===== config.mk =====
export PLATFORM = sky130hd
export DESIGN_NAME = cpu_run_sequencer
export DESIGN_NICKNAME = d
export VERILOG_FILES = /design/src/rtl/cpu_run_sequencer_pkg.sv /design/src/rtl/cpu_run_sequencer_run_counter.sv /design/src/rtl/cpu_run_sequencer.sv
export SDC_FILE = /design/constraint.sdc
export NUM_CORES = 1
export LEC_CHECK = 0
export CAP_MARGIN = 15
export CORE_MARGIN = 5
export CORE_UTILIZATION = 33
export CTS_CLUSTER_SIZE = 16
export DETAILED_ROUTE_END_ITERATION = 12
export PLACE_DENSITY_LB_ADDON = 0.15
export SLEW_MARGIN = 30
export SYNTH_ARGS = -nofsm -noshare
export SYNTH_HDL_FRONTEND = slang
export SYNTH_SLANG_ARGS = --single-unit

===== constraint.sdc =====
create_clock -name clk -period 2.45 [get_ports clk]
set_input_delay 0.49 -clock clk [delete_from_list [all_inputs] [get_ports clk]]
set_output_delay 0.49 -clock clk [all_outputs]
set_load 0.01 [all_outputs]

===== src/rtl/cpu_run_sequencer_pkg.sv =====
// Shared types and width helpers for the CPU run sequencer.
// Widths are functions because they depend on the instantiating module's parameters.
package cpu_run_sequencer_pkg;

  typedef enum logic [2:0] {
    ST_IDLE,
    ST_HOLD,
    ST_RUN,
    ST_CHECK,
    ST_DONE
  } state_t;

  function automatic int idx_w(input int n_vec);
    return (n_vec > 1) ? $clog2(n_vec) : 1;
  endfunction

  function automatic int fail_w(input int n_vec);
    return $clog2(n_vec + 1);
  endfunction

  function automatic int cyc_w(input int cyc);
    return $clog2(cyc + 1);
  endfunction

endpackage


===== src/rtl/cpu_run_sequencer_run_counter.sv =====
// Loadable down-counter with a terminal-count flag, shared by the HOLD and RUN phases.
// tc marks the final cycle of a loaded interval (count value 1).
module run_counter
  import cpu_run_sequencer_pkg::*;
#(
  parameter int W = 8
) (
  input  logic         clk,
  input  logic         reset,
  input  logic         load,
  input  logic         en,
  input  logic [W-1:0] load_val,
  output logic [W-1:0] cnt,
  output logic         tc
);

  always_ff @(posedge clk) begin
    if (!reset) begin
      cnt <= '0;
    end else if (load) begin
      cnt <= load_val;
    end else if (en && (cnt != '0)) begin
      cnt <= cnt - W'(1);
    end
  end

  assign tc = (cnt == W'(1));

endmodule


===== src/rtl/cpu_run_sequencer.sv =====
// Runs a CPU through N_VEC stimulus vectors: reset-hold, run, check, and tallies mismatches.
// state | meaning
// IDLE  | waiting for start, CPU held in reset, cpu_in = 0
// HOLD  | CPU in reset with the current vector applied, RST_CYC cycles
// RUN   | CPU released, counting run cycles until timeout or early match
// CHECK | one cycle: compare cpu_out, record run length, advance vector
// DONE  | results held until the next start
module cpu_run_sequencer
  import cpu_run_sequencer_pkg::*;
#(
  parameter int DATA_W  = 16,
  parameter int N_VEC   = 4,
  parameter int RST_CYC = 1,
  parameter int RUN_CYC = 50
) (
  input  logic                          clk,
  input  logic                          reset,
  input  logic                          start,
  input  logic                          early_exit,
  input  logic [N_VEC*DATA_W-1:0]       vec_in,
  input  logic [N_VEC*DATA_W-1:0]       vec_exp,
  input  logic [DATA_W-1:0]             cpu_out,
  output logic                          cpu_rst,
  output logic [DATA_W-1:0]             cpu_in,
  output logic                          busy,
  output logic                          done,
  output logic                          pass,
  output logic [fail_w(N_VEC)-1:0]      fail_count,
  output logic [idx_w(N_VEC)-1:0]       vec_idx,
  output logic [cyc_w(RUN_CYC)-1:0]     last_cycles
);

  localparam int IW = idx_w(N_VEC);
  localparam int FW = fail_w(N_VEC);
  localparam int CW = cyc_w(RUN_CYC);
  localparam int HW = cyc_w(RST_CYC);
  localparam int KW = (CW > HW) ? CW : HW;

  state_t state_q, nxt;

  logic [DATA_W-1:0] in_arr  [N_VEC];
  logic [DATA_W-1:0] exp_arr [N_VEC];

  for (genvar g = 0; g < N_VEC; g++) begin : g_unpack
    assign in_arr[g]  = vec_in[g*DATA_W +: DATA_W];
    assign exp_arr[g] = vec_exp[g*DATA_W +: DATA_W];
  end

  logic          load, en, tc;
  logic [KW-1:0] load_val, cnt;
  logic          hit, exit_run, last_idx;

  assign hit      = (cpu_out == exp_arr[vec_idx]);
  assign exit_run = tc || (early_exit && hit);
  assign last_idx = (vec_idx == IW'(N_VEC - 1));

  // Counter is reloaded on entry to HOLD/RUN and frozen on the exit cycle,
  // so in CHECK it still holds the value of the last run cycle.
  assign load     = (nxt != state_q) && ((nxt == ST_HOLD) || (nxt == ST_RUN));
  assign load_val = (nxt == ST_RUN) ? KW'(RUN_CYC) : KW'(RST_CYC);
  assign en       = (nxt == state_q) && ((state_q == ST_HOLD) || (state_q == ST_RUN));

  run_counter #(.W(KW)) u_run_counter (
    .clk      (clk),
    .reset    (reset),
    .load     (load),
    .en       (en),
    .load_val (load_val),
    .cnt      (cnt),
    .tc       (tc)
  );

  logic                cpu_rst_d, busy_d, done_d, pass_d;
  logic [DATA_W-1:0]   cpu_in_d;
  logic [FW-1:0]       fail_d;
  logic [IW-1:0]       idx_d;
  logic [CW-1:0]       last_d;

  always_ff @(posedge clk) begin
    if (!reset) begin
      state_q     <= ST_IDLE;
      cpu_rst     <= 1'b1;
      cpu_in      <= '0;
      busy        <= 1'b0;
      done        <= 1'b0;
      pass        <= 1'b0;
      fail_count  <= '0;
      vec_idx     <= '0;
      last_cycles <= '0;
    end else begin
      state_q     <= nxt;
      cpu_rst     <= cpu_rst_d;
      cpu_in      <= cpu_in_d;
      busy        <= busy_d;
      done        <= done_d;
      pass        <= pass_d;
      fail_count  <= fail_d;
      vec_idx     <= idx_d;
      last_cycles <= last_d;
    end
  end

  always_comb begin
    nxt = state_q;
    case (state_q)
      ST_IDLE,
      ST_DONE:  if (start) nxt = ST_HOLD;
      ST_HOLD:  if (tc) nxt = ST_RUN;
      ST_RUN:   if (exit_run) nxt = ST_CHECK;
      ST_CHECK: nxt = last_idx ? ST_DONE : ST_HOLD;
      default:  nxt = ST_IDLE;
    endcase
  end

  // Outputs are computed from the next state and registered above.
  always_comb begin
    idx_d    = vec_idx;
    fail_d   = fail_count;
    last_d   = last_cycles;
    cpu_in_d = cpu_in;
    if (((state_q == ST_IDLE) || (state_q == ST_DONE)) && start) begin
      idx_d  = '0;
      fail_d = '0;
    end
    if (state_q == ST_CHECK) begin
      if (!hit && (fail_count < FW'(N_VEC))) fail_d = fail_count + FW'(1);
      last_d = CW'(KW'(RUN_CYC) - cnt + KW'(1));
      if (!last_idx) idx_d = vec_idx + IW'(1);
    end
    if (nxt == ST_HOLD)      cpu_in_d = in_arr[idx_d];
    else if (nxt == ST_IDLE) cpu_in_d = '0;
    cpu_rst_d = (nxt == ST_IDLE) || (nxt == ST_HOLD) || (nxt == ST_DONE);
    busy_d    = !((nxt == ST_IDLE) || (nxt == ST_DONE));
    done_d    = (nxt == ST_DONE);
    pass_d    = done_d && (fail_d == '0);
  end

endmodule


==> results of run 1 <==
-- power by group --
part	switching, mW	leakage (nW)	internal, mW	total [mW]
clock network	0.226	0.0552	0.302	0.529
registers	0.0990	0.327	0.763	0.862
logic	0.626	1.49	0.737	1.36
total	0.951	1.87	1.80	2.75
-- cell usage after synthesis (4+ instances only) --
master,count
a21oi_1,12
a22oi_1,18
buf_2,5
clkbuf_1,7
dfxtp_1,40
ha_1,5
inv_1,6
mux4_1,12
mux4_2,20
nand2_1,14
nand3_1,4
nand4_1,7
nor2_1,40
nor3_1,4
xnor2_1,18
-- critical path: stages --
cell	delay [ns]
clkdlybuf4s50_1	0.40
mux4_1	0.52
xnor2_1	0.15
nand4_1	0.17
nor4_4	0.27
buf_4	0.17
a31oi_4	0.12
a311oi_2	0.30
o21a_1	0.15
-- metal layers --
| metal | vias up | part of all wire (%) | global-route usage, % |
|---|---|---|---|
| met2 | 108 | 51 | 30.3 |
| met1 | 1296 | 37 | 20.5 |
| met5 | - | 0 | 0 |
| met4 | 0 | 2.1 | 5.01 |
| met3 | 17 | 9.0 | 7.37 |
| li1 | 1359 | - | - |
-- what timing repair did --
action                     in CTS  in global routing
setup endpoints to repair       7                 11
buffers inserted                0                  1
resized for setup              17                 14
pin swaps                      12                 13
-- cells by family (layout without fill, tap and decap cells) --
logic type | after synthesis | after routing
fa+ha+maj | 5 | 5
compound gates | 52 | 52
flops | 40 | 40
simple gates | 84 | 84
buf+inv | 23 | 214
xor+xnor | 18 | 18
mux | 36 | 36
-- path summary, 6_finish.rpt --
check	startpoint	end	cells past startpoint
setup / recovery	vec_exp[36]	u_run_counter.cnt[5]$_SDFFE_PN0P_	9
hold / removal	last_cycles[3]$_SDFFE_PN0N_	last_cycles[3]$_SDFFE_PN0N_	2
hold reg to reg	last_cycles[3]$_SDFFE_PN0N_	last_cycles[3]$_SDFFE_PN0N_	2
setup reg to reg	vec_idx[0]$_SDFF_PN0_	u_run_counter.cnt[5]$_SDFFE_PN0P_	9
-- final cells by class --
cell class,count,area (sq um)
fill,709,3280
sequential,40,805
inverter,7,26.3
tap,105,131
clock buffer,6,72.6
multi-input combinational,195,1850
timing repair buffer,199,2010
clock inverter,2,35.0
-- state kept, by name (all words and copies together) (netlist names), 2 cells and up --
register / count
cpu_in: 16
fail_count: 3
last_cycles: 6
state_q: 3
u_run_counter.cnt: 6
vec_idx: 2
-- through the flow --
stage / utilization, % / setup TNS, ns / area [sq um] / instances
global placement: 58.1 / -2.97 / 4780 / 545
CTS: 59.4 / -0.212 / 4880 / 553
detailed placement: 58.1 / -3.46 / 4780 / 545
finish: 60.1 / -0.139 / 4930 / 554
global route: 60.1 / -1.11 / 4930 / 554
floorplan: - / -0.150 / 2760 / 258
==> impl_summary.txt, run 1 <==
----------------------------------------------------
[Run status]
  Status ... finished, violations left
  Violations in the final reports ... negative setup slack

[Logic synthesis]
  Share of cell area taken by muxes after synthesis ... 29.3%
  Synthesized flop and latch total ... 40
  Number of enable-type register cells in the synthesized netlist ... 0
  Compound-gate portion of the synthesized area ... 14.1%
  Cells after Synth ... 258
  Post-Synth Simple-Gate Area ... 15.0%
  Syn. warnings ... 0
  Number of library cell types mapped by synthesis ... 49
  Main combinational cell family by area after synthesis ... multiplexers
  Synthesized-area fraction occupied by xor and xnor cells ... 5.69%
  Ys flop type ... dfxtp_1
  Share of flip-flops with an asynchronous set or reset ... 0%
  Largest cells by area after synthesis ... dfxtp_1 (29%), mux4_2 (16%), mux4_1 (11%)
  Net count of the mapped netlist ... 411
  Cell type contributing the most total cell area after synthesis ... dfxtp_1
  Area share of the largest cell type after synthesis ... 28.9%
  Cell Area, Synth ... 0.00277 sq mm
  Portion of the post-synthesis area used by sequential elements ... 28.9%
  Average instance area after synthesis ... 10.7 sq um
  Arithmetic-cell share of the synthesized area counting full adders, half adders and majority gates ... 2.26%

[Critical path]
  Type of the setup path with the least slack ... in -> reg
  Worst-case register-to-register setup slack ... -0.02 ns
  Worst setup EP type ... flip-flop
  CP max FO ... 7
  Type of element launching the critical path ... input port
  Required time of the critical path ... 2.69 ns
  Arrival @ worst endpoint ... 2.75 ns

[Timing]
  Highest attainable clock frequency ... 399 MHz
  Fin worst setup slack ... -0.0582 ns
  Post-route fraction of the period consumed by the critical path ... 102%
  Hold slack final ... 0.460 ns
  Worst slew pin tran ... 0.482 ns
  Clock tree skew after final layout ... 0.00786 ns
  Max Slew Vio Count ... 0
  RSZ-0062 raised after global routing ... yes
  Count of endpoints failing hold in the final timing report ... 0
  Final-report setup violation count ... 4
  Tightest slew margin relative to the limit ... 67.0%
  Post-route minimum period ... 2.51 ns

[Route]
  Post-Route WL ... 9.21 mm
  DRC errors left ... 0
  Vias after detailed routing ... 2780
  Vias/cell ... 5.02
  Antenna viol nets, final ... 0
  DR iter-0 viols ... 135
  Avg WL per Cell ... 16.6 um
  First-pass DRT Iterations ... 4

[GRT]
  Number of global-route vias before repair ... 2893
  Antenna violations before repair ... 0
  GR Util All Layers ... 17.8%
  Global-route congestion overflow total ... 0
  First-pass GRT wire length ... 14.3 mm
  Pin count of the biggest net entering global routing ... 19

[Clock tree]
  CTS clock-pin slew for the worst setup and hold paths ... 0.07 ns
  Longest Clk Path Bufs ... 2
  CTS HTree Levels ... 2
  Clock sink count ... 40
  Clock buffer count from CTS ... 5
  CTS tree ... built
  CTS Hold Bufs ... 0
  Root Driver ... clkbuf_8
  Clock insertion delay at the later pin of the skew report ... 0.29 ns

[Cells and area]
  Proportion of layout cells with a drive suffix above 1 ... 17.1%
  Most common cell after layout, fill and taps aside ... clkdlybuf4s50_1
  Area growth from synthesis to final layout ... 78.1%
  Number of nets in the final layout ... 601
  Antenna Cells ... 0
  Leading cell types in the layout, fill and taps excluded ... clkdlybuf4s50_1 (166), nor2_1 (40), dfxtp_1 (39), mux4_2 (30), a22oi_1 (17)

[Floorplan]
  Die W ... 102 um
  Number of cell rows ... 33
  Effective utilization at floorplan ... 33.7%
  Total Die Area ... 0.0103 sq mm
  Total core area ... 0.00822 sq mm
  Num ports ... 179
  Die span in y ... 102 um

[Place]
  Count of buffers from port buffering ... 178
  Worst setup timing slack at the placement stage ... -0.426 ns
  Final GP Congestion ... 0.933
  Detailed placement HPWL ... 7.71 mm

[Pwr]
  Highest ir drop seen on vdd ... 295 uV
  Leak pwr ... 1.87 nW
  Power density cells ... 558 mW/mm^2
  Tot Pwr ... 2.75 mW

[Hold path]
  Worst min-delay path category ... reg -> reg

[Run]
  Number of maximum-capacitance violations ... 0

----------------------------------------------------
No activity file was read; power rests on OpenSTA's default activity.
==> run 2: changes to the inputs <==
--- a/config.mk
+++ b/config.mk
@@ -11,6 +11,7 @@
 export CTS_CLUSTER_SIZE = 16
 export DETAILED_ROUTE_END_ITERATION = 12
 export PLACE_DENSITY_LB_ADDON = 0.15
+export SETUP_SLACK_MARGIN = 0.15
 export SLEW_MARGIN = 30
 export SYNTH_ARGS = -nofsm -noshare
 export SYNTH_HDL_FRONTEND = slang
==> run 2 against run 1 <==
The run still ends with negative setup slack left; cell area increased by 1.2%; critical endpoint is now fail_count[0]$_SDFF_PN0_; core utilization up 0.75 points; clock power is essentially flat; worst hold slack improved by 0.0027 ns; sequential share of layout area down 0.15 points; cell count increased by 0.90%; highest routed layer unchanged; critical path type unchanged; power grew 1.3%; combinational power hardly changed; global-route usage about the same.
==> impl_summary.txt, run 2 (same netlist as run 1, synthesis figures left out) <==
----------------------------------------------------
[Critical path]
  Slowest cell on the critical path ... mux4_2 (was mux4_1)
  Reg2Reg Launch Point ... vec_idx[0]$_SDFF_PN0_ (unchanged)
  Number of cells traversed by the worst register-to-register path ... 9 (unchanged)
  CP cell instances ... clkdlybuf4s50_1, mux4_2, xnor2_2, nand4_1, nor4_4, buf_4, buf_4, nor3_4, mux2_4, nor2_1 (was clkdlybuf4s50_1, mux4_1, xnor2_1, nand4_1, nor4_4, buf_4, a31oi_4, a311oi_2, o21a_1)
  Arrival @ worst endpoint ... 2.74 ns (was 2.75 ns)
  Top delay family on crit path ... multiplexers (was buffers and inverters)
  Worst Setup SP ... vec_exp[48] (was vec_exp[36])
  Critical path destination ... fail_count[0]$_SDFF_PN0_ (was u_run_counter.cnt[5]$_SDFFE_PN0P_)
  Worst setup EP type ... flip-flop (unchanged)
  Worst-case register-to-register setup slack ... -0.06 ns (was -0.02 ns)
  Cell repeated most along the worst path ... buf_4
  Reg2reg end ... u_run_counter.cnt[5]$_SDFFE_PN0P_ (unchanged)
  Type of element launching the critical path ... input port (unchanged)
  Worst path depth ... 10 (was 9)
  Type of the setup path with the least slack ... in -> reg (unchanged)
  Required time of the critical path ... 2.67 ns (was 2.69 ns)
  Maximum cell stage delay along the critical path ... 0.50 ns (was 0.52 ns)
  CP max FO ... 6 (was 7)
  Count of buffer and inverter cells on the critical path ... 3 (was 2)

[Timing]
  Highest attainable clock frequency ... 397 MHz (was 399 MHz)
  Hold slack final ... 0.463 ns (was 0.460 ns)
  Clock tree skew after final layout ... 0.00957 ns (was 0.00786 ns)
  Post-route fraction of the period consumed by the critical path ... 103% (was 102%)
  Tightest slew margin relative to the limit ... 67.8% (was 67.0%)
  Count of endpoints failing hold in the final timing report ... 0 (unchanged)
  RSZ-0062 raised after global routing ... yes (unchanged)
  Worst slew pin tran ... 0.478 ns (was 0.482 ns)
  Final-report setup violation count ... 7 (was 4)
  Fin worst setup slack ... -0.0683 ns (was -0.0582 ns)
  Post-route minimum period ... 2.52 ns (was 2.51 ns)
  Max Slew Vio Count ... 0 (unchanged)

[Cells and area]
  Register with the highest flop count ... cpu_in (unchanged)
  Most common cell after layout, fill and taps aside ... clkdlybuf4s50_1 (unchanged)
  Proportion of layout cells with a drive suffix above 1 ... 20.5% (was 17.1%)
  Number of nets in the final layout ... 606 (was 601)
  Antenna Cells ... 0 (unchanged)
  Area growth from synthesis to final layout ... 80.4% (was 78.1%)
  Final instance count without filler cells ... 559 (was 554)
  Max reg flops ... 16 (unchanged)
  Leading cell types in the layout, fill and taps excluded ... clkdlybuf4s50_1 (158), nor2_1 (40), dfxtp_1 (37), mux4_2 (31), dlygate4sd2_1 (20) (was clkdlybuf4s50_1 (166), nor2_1 (40), dfxtp_1 (39), mux4_2 (30), a22oi_1 (17))
  Largest registers ... cpu_in (16), last_cycles (6), u_run_counter.cnt (6) (unchanged)

[Route]
  Vias/cell ... 5.05 (was 5.02)
  Antenna viol nets, final ... 0 (unchanged)
  DRC errors left ... 0 (unchanged)
  Vias after detailed routing ... 2822 (was 2780)
  First-pass DRT Iterations ... 4 (unchanged)
  DR iter-0 viols ... 61 (was 135)
  Post-Route WL ... 9.23 mm (was 9.21 mm)
  Avg WL per Cell ... 16.5 um (was 16.6 um)

[Floorplan]
  Die span in y ... 102 um (unchanged)
  Number of cell rows ... 33 (unchanged)
  Total Die Area ... 0.0103 sq mm (unchanged)
  Total core area ... 0.00822 sq mm (unchanged)
  Num ports ... 179 (unchanged)
  Effective utilization at floorplan ... 33.7% (unchanged)
  Die W ... 102 um (unchanged)

[Clock tree]
  CTS clock-pin slew for the worst setup and hold paths ... 0.08 ns (was 0.07 ns)
  Clock insertion delay at the later pin of the skew report ... 0.29 ns (about the same)
  Longest Clk Path Bufs ... 2 (unchanged)
  CTS HTree Levels ... 2 (unchanged)
  CTS Hold Bufs ... 0 (unchanged)
  Clock sink count ... 40 (unchanged)
  Clock buffer count from CTS ... 5 (unchanged)
  Root Driver ... clkbuf_8 (unchanged)
  CTS tree ... built (unchanged)

[GRT]
  Antenna violations before repair ... 0 (unchanged)
  GR Util All Layers ... 17.8% (about the same)
  First-pass GRT wire length ... 14.5 mm (was 14.3 mm)
  Pin count of the biggest net entering global routing ... 26 (was 19)
  Number of global-route vias before repair ... 3034 (was 2893)
  Global-route congestion overflow total ... 0 (unchanged)

[Hold path]
  Worst min-delay path category ... reg -> reg (unchanged)

[Pwr]
  Leak pwr ... 1.88 nW (was 1.87 nW)
  Highest ir drop seen on vdd ... 286 uV (was 295 uV)
  Tot Pwr ... 2.79 mW (was 2.75 mW)
  Power density cells ... 558 mW/mm^2 (about the same)

[Place]
  Worst setup timing slack at the placement stage ... -0.524 ns (was -0.426 ns)
  Detailed placement HPWL ... 7.59 mm (was 7.71 mm)
  Total placed cells including tap cells ... 544 (was 545)
  Final GP Congestion ... 0.847 (was 0.933)
  Count of buffers from port buffering ... 178 (unchanged)

[Run]
  Number of maximum-capacitance violations ... 0 (unchanged)

[Run status]
  Status ... finished, violations left (unchanged)
  Violations in the final reports ... negative setup slack (unchanged)

----------------------------------------------------
==> run 2: cell types whose count changed in the layout (fill, tap and decap cells not counted), moves of 3 or more <==
cell / previous run / this run
dlymetal6s2s_1: 3 / 0
a22oi_1: 17 / 13
a22oi_2: 1 / 5
dlygate4sd2_1: 9 / 20
clkdlybuf4s50_1: 166 / 158
buf_4: 13 / 19
==> run 2: layer usage <==
| metal | global-route usage (%) | vias to the layer above | routed length [um] | share of wire [%] |
|---|---|---|---|---|
| li1 | - | 1368 | - | - |
| met1 | 20.4 | 1327 | 3510 | 38 |
| met2 | 30.7 | 110 | 4670 | 51 |
| met3 | 6.68 | 17 | 839 | 9.1 |
| met4 | 5.62 | 0 | 213 | 2.3 |
| met5 | 0 | - | 0 | 0 |
==> run 2: repair_timing <==
item / CTS / global route
resized for setup: 32 / 15
buffers inserted: 4 / 2
pin swaps: 10 / 7
setup endpoints to repair: 13 / 21
gates cloned: 0 / 1
==> run 2: where the power goes <==
group | switching (mW) | leakage, nW | total, mW | internal, mW
Sequential | 0.105 | 0.328 | 0.868 | 0.764
Clock | 0.228 | 0.0552 | 0.531 | 0.302
Combinational | 0.630 | 1.50 | 1.39 | 0.761
Total | 0.962 | 1.88 | 2.79 | 1.83
==> run 2: worst reg2reg max path: stages, from the launching register on <==
cell	delay (ns)
dfxtp_4	0.39
buf_12	0.14
mux4_2	0.53
xnor2_2	0.19
nand4_1	0.17
nor4_4	0.27
buf_4	0.17
a31oi_4	0.14
a311oi_2	0.29
o21a_1	0.16
==> run 2: per-stage QoR <==
step / utilization [%] / TNS, ns / instance area, sq um
finish: 60.8 / -0.274 / 5000
global route: 60.8 / -1.54 / 5000
CTS: 59.4 / -0.107 / 4880
detailed placement: 57.9 / -4.65 / 4760
global placement: 57.9 / -4.03 / 4760
floorplan: - / -0.149 / 2770
==> run 2: final cells by class <==
| cell class | count | area (sq um) |
|---|---|---|
| Clock buffer | 6 | 72.6 |
| Clock inverter | 2 | 35.0 |
| Fill cell | 684 | 3220 |
| Inverter | 7 | 26.3 |
| Multi-Input combinational cell | 195 | 1900 |
| Sequential cell | 40 | 807 |
| Tap cell | 105 | 131 |
| Timing Repair Buffer | 204 | 2030 |
==> run 2: worst min path at each step <==
stage                                       from                           endpoint  slack [ns]  depth (start not counted)
2_1_floorplan  u_run_counter.cnt[3]$_SDFFE_PN0P_  u_run_counter.cnt[3]$_SDFFE_PN0P_        0.45                          2
3_3_place_gp         last_cycles[3]$_SDFFE_PN0N_        last_cycles[3]$_SDFFE_PN0N_        0.45                          2
3_5_place_dp         last_cycles[2]$_SDFFE_PN0N_        last_cycles[2]$_SDFFE_PN0N_        0.45                          2
4_1_cts              last_cycles[2]$_SDFFE_PN0N_        last_cycles[2]$_SDFFE_PN0N_        0.46                          2
5_1_grt              last_cycles[2]$_SDFFE_PN0N_        last_cycles[2]$_SDFFE_PN0N_        0.49                          2
6_report             last_cycles[2]$_SDFFE_PN0N_        last_cycles[2]$_SDFFE_PN0N_        0.46                          2
==> run 3: changes to the inputs <==
--- a/config.mk
+++ b/config.mk
@@ -10,7 +10,7 @@
 export CORE_UTILIZATION = 33
 export CTS_CLUSTER_SIZE = 16
 export DETAILED_ROUTE_END_ITERATION = 12
-export PLACE_DENSITY_LB_ADDON = 0.15
+export PLACE_DENSITY = 0.77
 export SETUP_SLACK_MARGIN = 0.15
 export SLEW_MARGIN = 30
 export SYNTH_ARGS = -nofsm -noshare
==> run 3 against run 2 <==
The run still ends with negative setup slack left; cell count is the same; power grew 3.5%; first-iteration DRC count grew 51%; cell area grew 1.5%; clock power grew 10%; via count is essentially flat; count of clock-buffer cells in the layout grew 1; critical path depth shrank 1; clock skew shrank 0.0059 ns; highest routed layer unchanged.
==> impl_summary.txt, run 3 (same netlist as run 1, synthesis figures left out) <==
----------------------------------------------------
[Run status]
  Status ... finished, violations left (unchanged)
  Violations in the final reports ... negative setup slack (unchanged)

[Floorplan]
  Die span in y ... 102 um (unchanged)
  Number of cell rows ... 33 (unchanged)
  Total core area ... 0.00822 sq mm (unchanged)
  Num ports ... 179 (unchanged)
  Die W ... 102 um (unchanged)
  Effective utilization at floorplan ... 33.7% (unchanged)
  Total Die Area ... 0.0103 sq mm (unchanged)

[Critical path]
  Type of the setup path with the least slack ... in -> reg (unchanged)
  Worst-case register-to-register setup slack ... -0.04 ns (was -0.06 ns)
  Arrival @ worst endpoint ... 2.68 ns (was 2.74 ns)
  Required time of the critical path ... 2.64 ns (was 2.67 ns)
  Reg2reg end ... u_run_counter.cnt[4]$_SDFFE_PN0P_ (was u_run_counter.cnt[5]$_SDFFE_PN0P_)
  Worst setup EP type ... flip-flop (unchanged)
  Number of cells traversed by the worst register-to-register path ... 10 (was 9)
  Type of element launching the critical path ... input port (unchanged)
  CP max FO ... 7 (was 6)
  Reg2Reg Launch Point ... vec_idx[0]$_SDFF_PN0_ (unchanged)

[GRT]
  Global-route congestion overflow total ... 0 (unchanged)
  GR Util All Layers ... 18.1% (was 17.8%)
  First-pass GRT wire length ... 14.6 mm (was 14.5 mm)
  Pin count of the biggest net entering global routing ... 20 (was 26)
  Number of global-route vias before repair ... 3026 (was 3034)
  Antenna violations before repair ... 0 (unchanged)

[Pwr]
  Highest ir drop seen on vdd ... 341 uV (was 286 uV)
  Leak pwr ... 1.85 nW (was 1.88 nW)
  Power density cells ... 570 mW/mm^2 (was 558 mW/mm^2)
  Tot Pwr ... 2.89 mW (was 2.79 mW)

[Clock tree]
  Clock sink count ... 40 (unchanged)
  Longest Clk Path Bufs ... 2 (unchanged)
  CTS clock-pin slew for the worst setup and hold paths ... 0.08 ns (about the same)
  Clock buffer count from CTS ... 5 (unchanged)
  CTS tree ... built (unchanged)
  Clock insertion delay at the later pin of the skew report ... 0.29 ns (about the same)
  CTS Hold Bufs ... 0 (unchanged)
  CTS HTree Levels ... 2 (unchanged)
  Root Driver ... clkbuf_8 (unchanged)

[Timing]
  Tightest slew margin relative to the limit ... 70.8% (was 67.8%)
  Post-route minimum period ... 2.50 ns (was 2.52 ns)
  Setup tns final ... -0.150 ns (was -0.274 ns)
  Max Slew Vio Count ... 0 (unchanged)
  Post-route fraction of the period consumed by the critical path ... 102% (was 103%)
  Highest attainable clock frequency ... 400 MHz (was 397 MHz)
  Worst slew pin tran ... 0.427 ns (was 0.478 ns)
  Count of endpoints failing hold in the final timing report ... 0 (unchanged)
  RSZ-0062 raised after global routing ... yes (unchanged)
  Final-report setup violation count ... 4 (was 7)
  Clock tree skew after final layout ... 0.00369 ns (was 0.00957 ns)
  Fin worst setup slack ... -0.0493 ns (was -0.0683 ns)

[Cells and area]
  Register with the highest flop count ... cpu_in (unchanged)
  Most common cell after layout, fill and taps aside ... clkdlybuf4s50_1 (unchanged)
  Antenna Cells ... 0 (unchanged)
  Largest registers ... cpu_in (16), last_cycles (6), u_run_counter.cnt (6) (unchanged)
  Leading cell types in the layout, fill and taps excluded ... clkdlybuf4s50_1 (178), nor2_1 (40), dfxtp_1 (37), mux4_2 (30), buf_4 (17) (was clkdlybuf4s50_1 (158), nor2_1 (40), dfxtp_1 (37), mux4_2 (31), dlygate4sd2_1 (20))
  Proportion of layout cells with a drive suffix above 1 ... 21.6% (was 20.5%)
  Max reg flops ... 16 (unchanged)
  Number of nets in the final layout ... 606 (unchanged)
  Area growth from synthesis to final layout ... 83.0% (was 80.4%)

[Hold path]
  Number of stages on the worst hold path ... 2 (unchanged)
  Hold endpoint ... last_cycles[2]$_SDFFE_PN0N_ (unchanged)
  Worst min-delay path category ... reg -> reg (unchanged)
  Hold path startpoint ... last_cycles[2]$_SDFFE_PN0N_ (unchanged)

[Place]
  Worst setup timing slack at the placement stage ... -0.545 ns (was -0.524 ns)
  Count of buffers from port buffering ... 178 (unchanged)
  Detailed placement HPWL ... 7.73 mm (was 7.59 mm)
  Final GP Congestion ... 0.900 (was 0.847)

[Run]
  Number of maximum-capacitance violations ... 0 (unchanged)

[Route]
  Vias/cell ... 5.05 (about the same)
  Vias after detailed routing ... 2824 (was 2822)
  Avg WL per Cell ... 16.8 um (was 16.5 um)
  Post-Route WL ... 9.40 mm (was 9.23 mm)
  DR iter-0 viols ... 92 (was 61)
  DRC errors left ... 0 (unchanged)
  First-pass DRT Iterations ... 4 (unchanged)
  Antenna viol nets, final ... 0 (unchanged)

----------------------------------------------------
-- run 3: how the worst max path moves through the flow --
stage                          start                           endpoint  depth (start not counted)
2_1_floorplan  vec_idx[0]$_SDFF_PN0_  u_run_counter.cnt[4]$_SDFFE_PN0P_                          9
3_3_place_gp             vec_exp[45]  u_run_counter.cnt[4]$_SDFFE_PN0P_                          8
3_5_place_dp             vec_exp[45]  u_run_counter.cnt[5]$_SDFFE_PN0P_                          8
4_1_cts        vec_idx[0]$_SDFF_PN0_  u_run_counter.cnt[5]$_SDFFE_PN0P_                         10
5_1_grt        vec_idx[0]$_SDFF_PN0_  u_run_counter.cnt[5]$_SDFFE_PN0P_                         10
6_report                 vec_exp[54]  u_run_counter.cnt[4]$_SDFFE_PN0P_                          9
-- run 3: layer usage --
metal / GRT usage [%] / routed length (um)
met3: 4.27 / 629
met5: 0 / 0
met1: 19.6 / 3390
met4: 4.40 / 110
met2: 35.0 / 5270
-- run 3: where the power goes --
group,leakage (nW),switching [mW],internal [mW]
Clock,0.0645,0.227,0.359
Combinational,1.46,0.646,0.784
Sequential,0.327,0.106,0.765
-- run 3: timing repair --
| item | in CTS | in global routing |
|---|---|---|
| buffers inserted | 7 | 3 |
| hold endpoints to repair | 0 | 0 |
| pin swaps | 14 | 6 |
| gates resized for setup | 12 | 21 |
| setup endpoints to repair | 27 | 27 |
-- run 3: cell type report --
type                            count  area (sq um)
Sequential cell                    40           805
Fill cell                         658          3150
Tap cell                          105           131
Inverter                            7          26.3
Timing Repair Buffer              204          2050
Clock buffer                        7          96.3
Clock inverter                      1          30.0
Multi-Input combinational cell    195          1930
-- run 3: worst max-delay path, stage by stage --
cell             delay, ns
clkdlybuf4s50_1       0.41
mux4_2                0.49
xnor2_1               0.18
nand4_1               0.16
nor4_4                0.31
buf_6                 0.16
a31oi_4               0.12
nand2b_4              0.17
o211a_1               0.20
-- run 3: stage by stage --
step           hold WS, ns  std cells  util (%)  instance area, sq um
5_1_grt              0.494        559      61.7                  5070
4_1_cts              0.466        556      60.3                  4960
2_1_floorplan        0.447        258         -                  2770
6_report             0.463        559      61.7                  5070
3_3_place_gp         0.450        541      57.7                  4740
3_5_place_dp         0.455        541      57.7                  4740
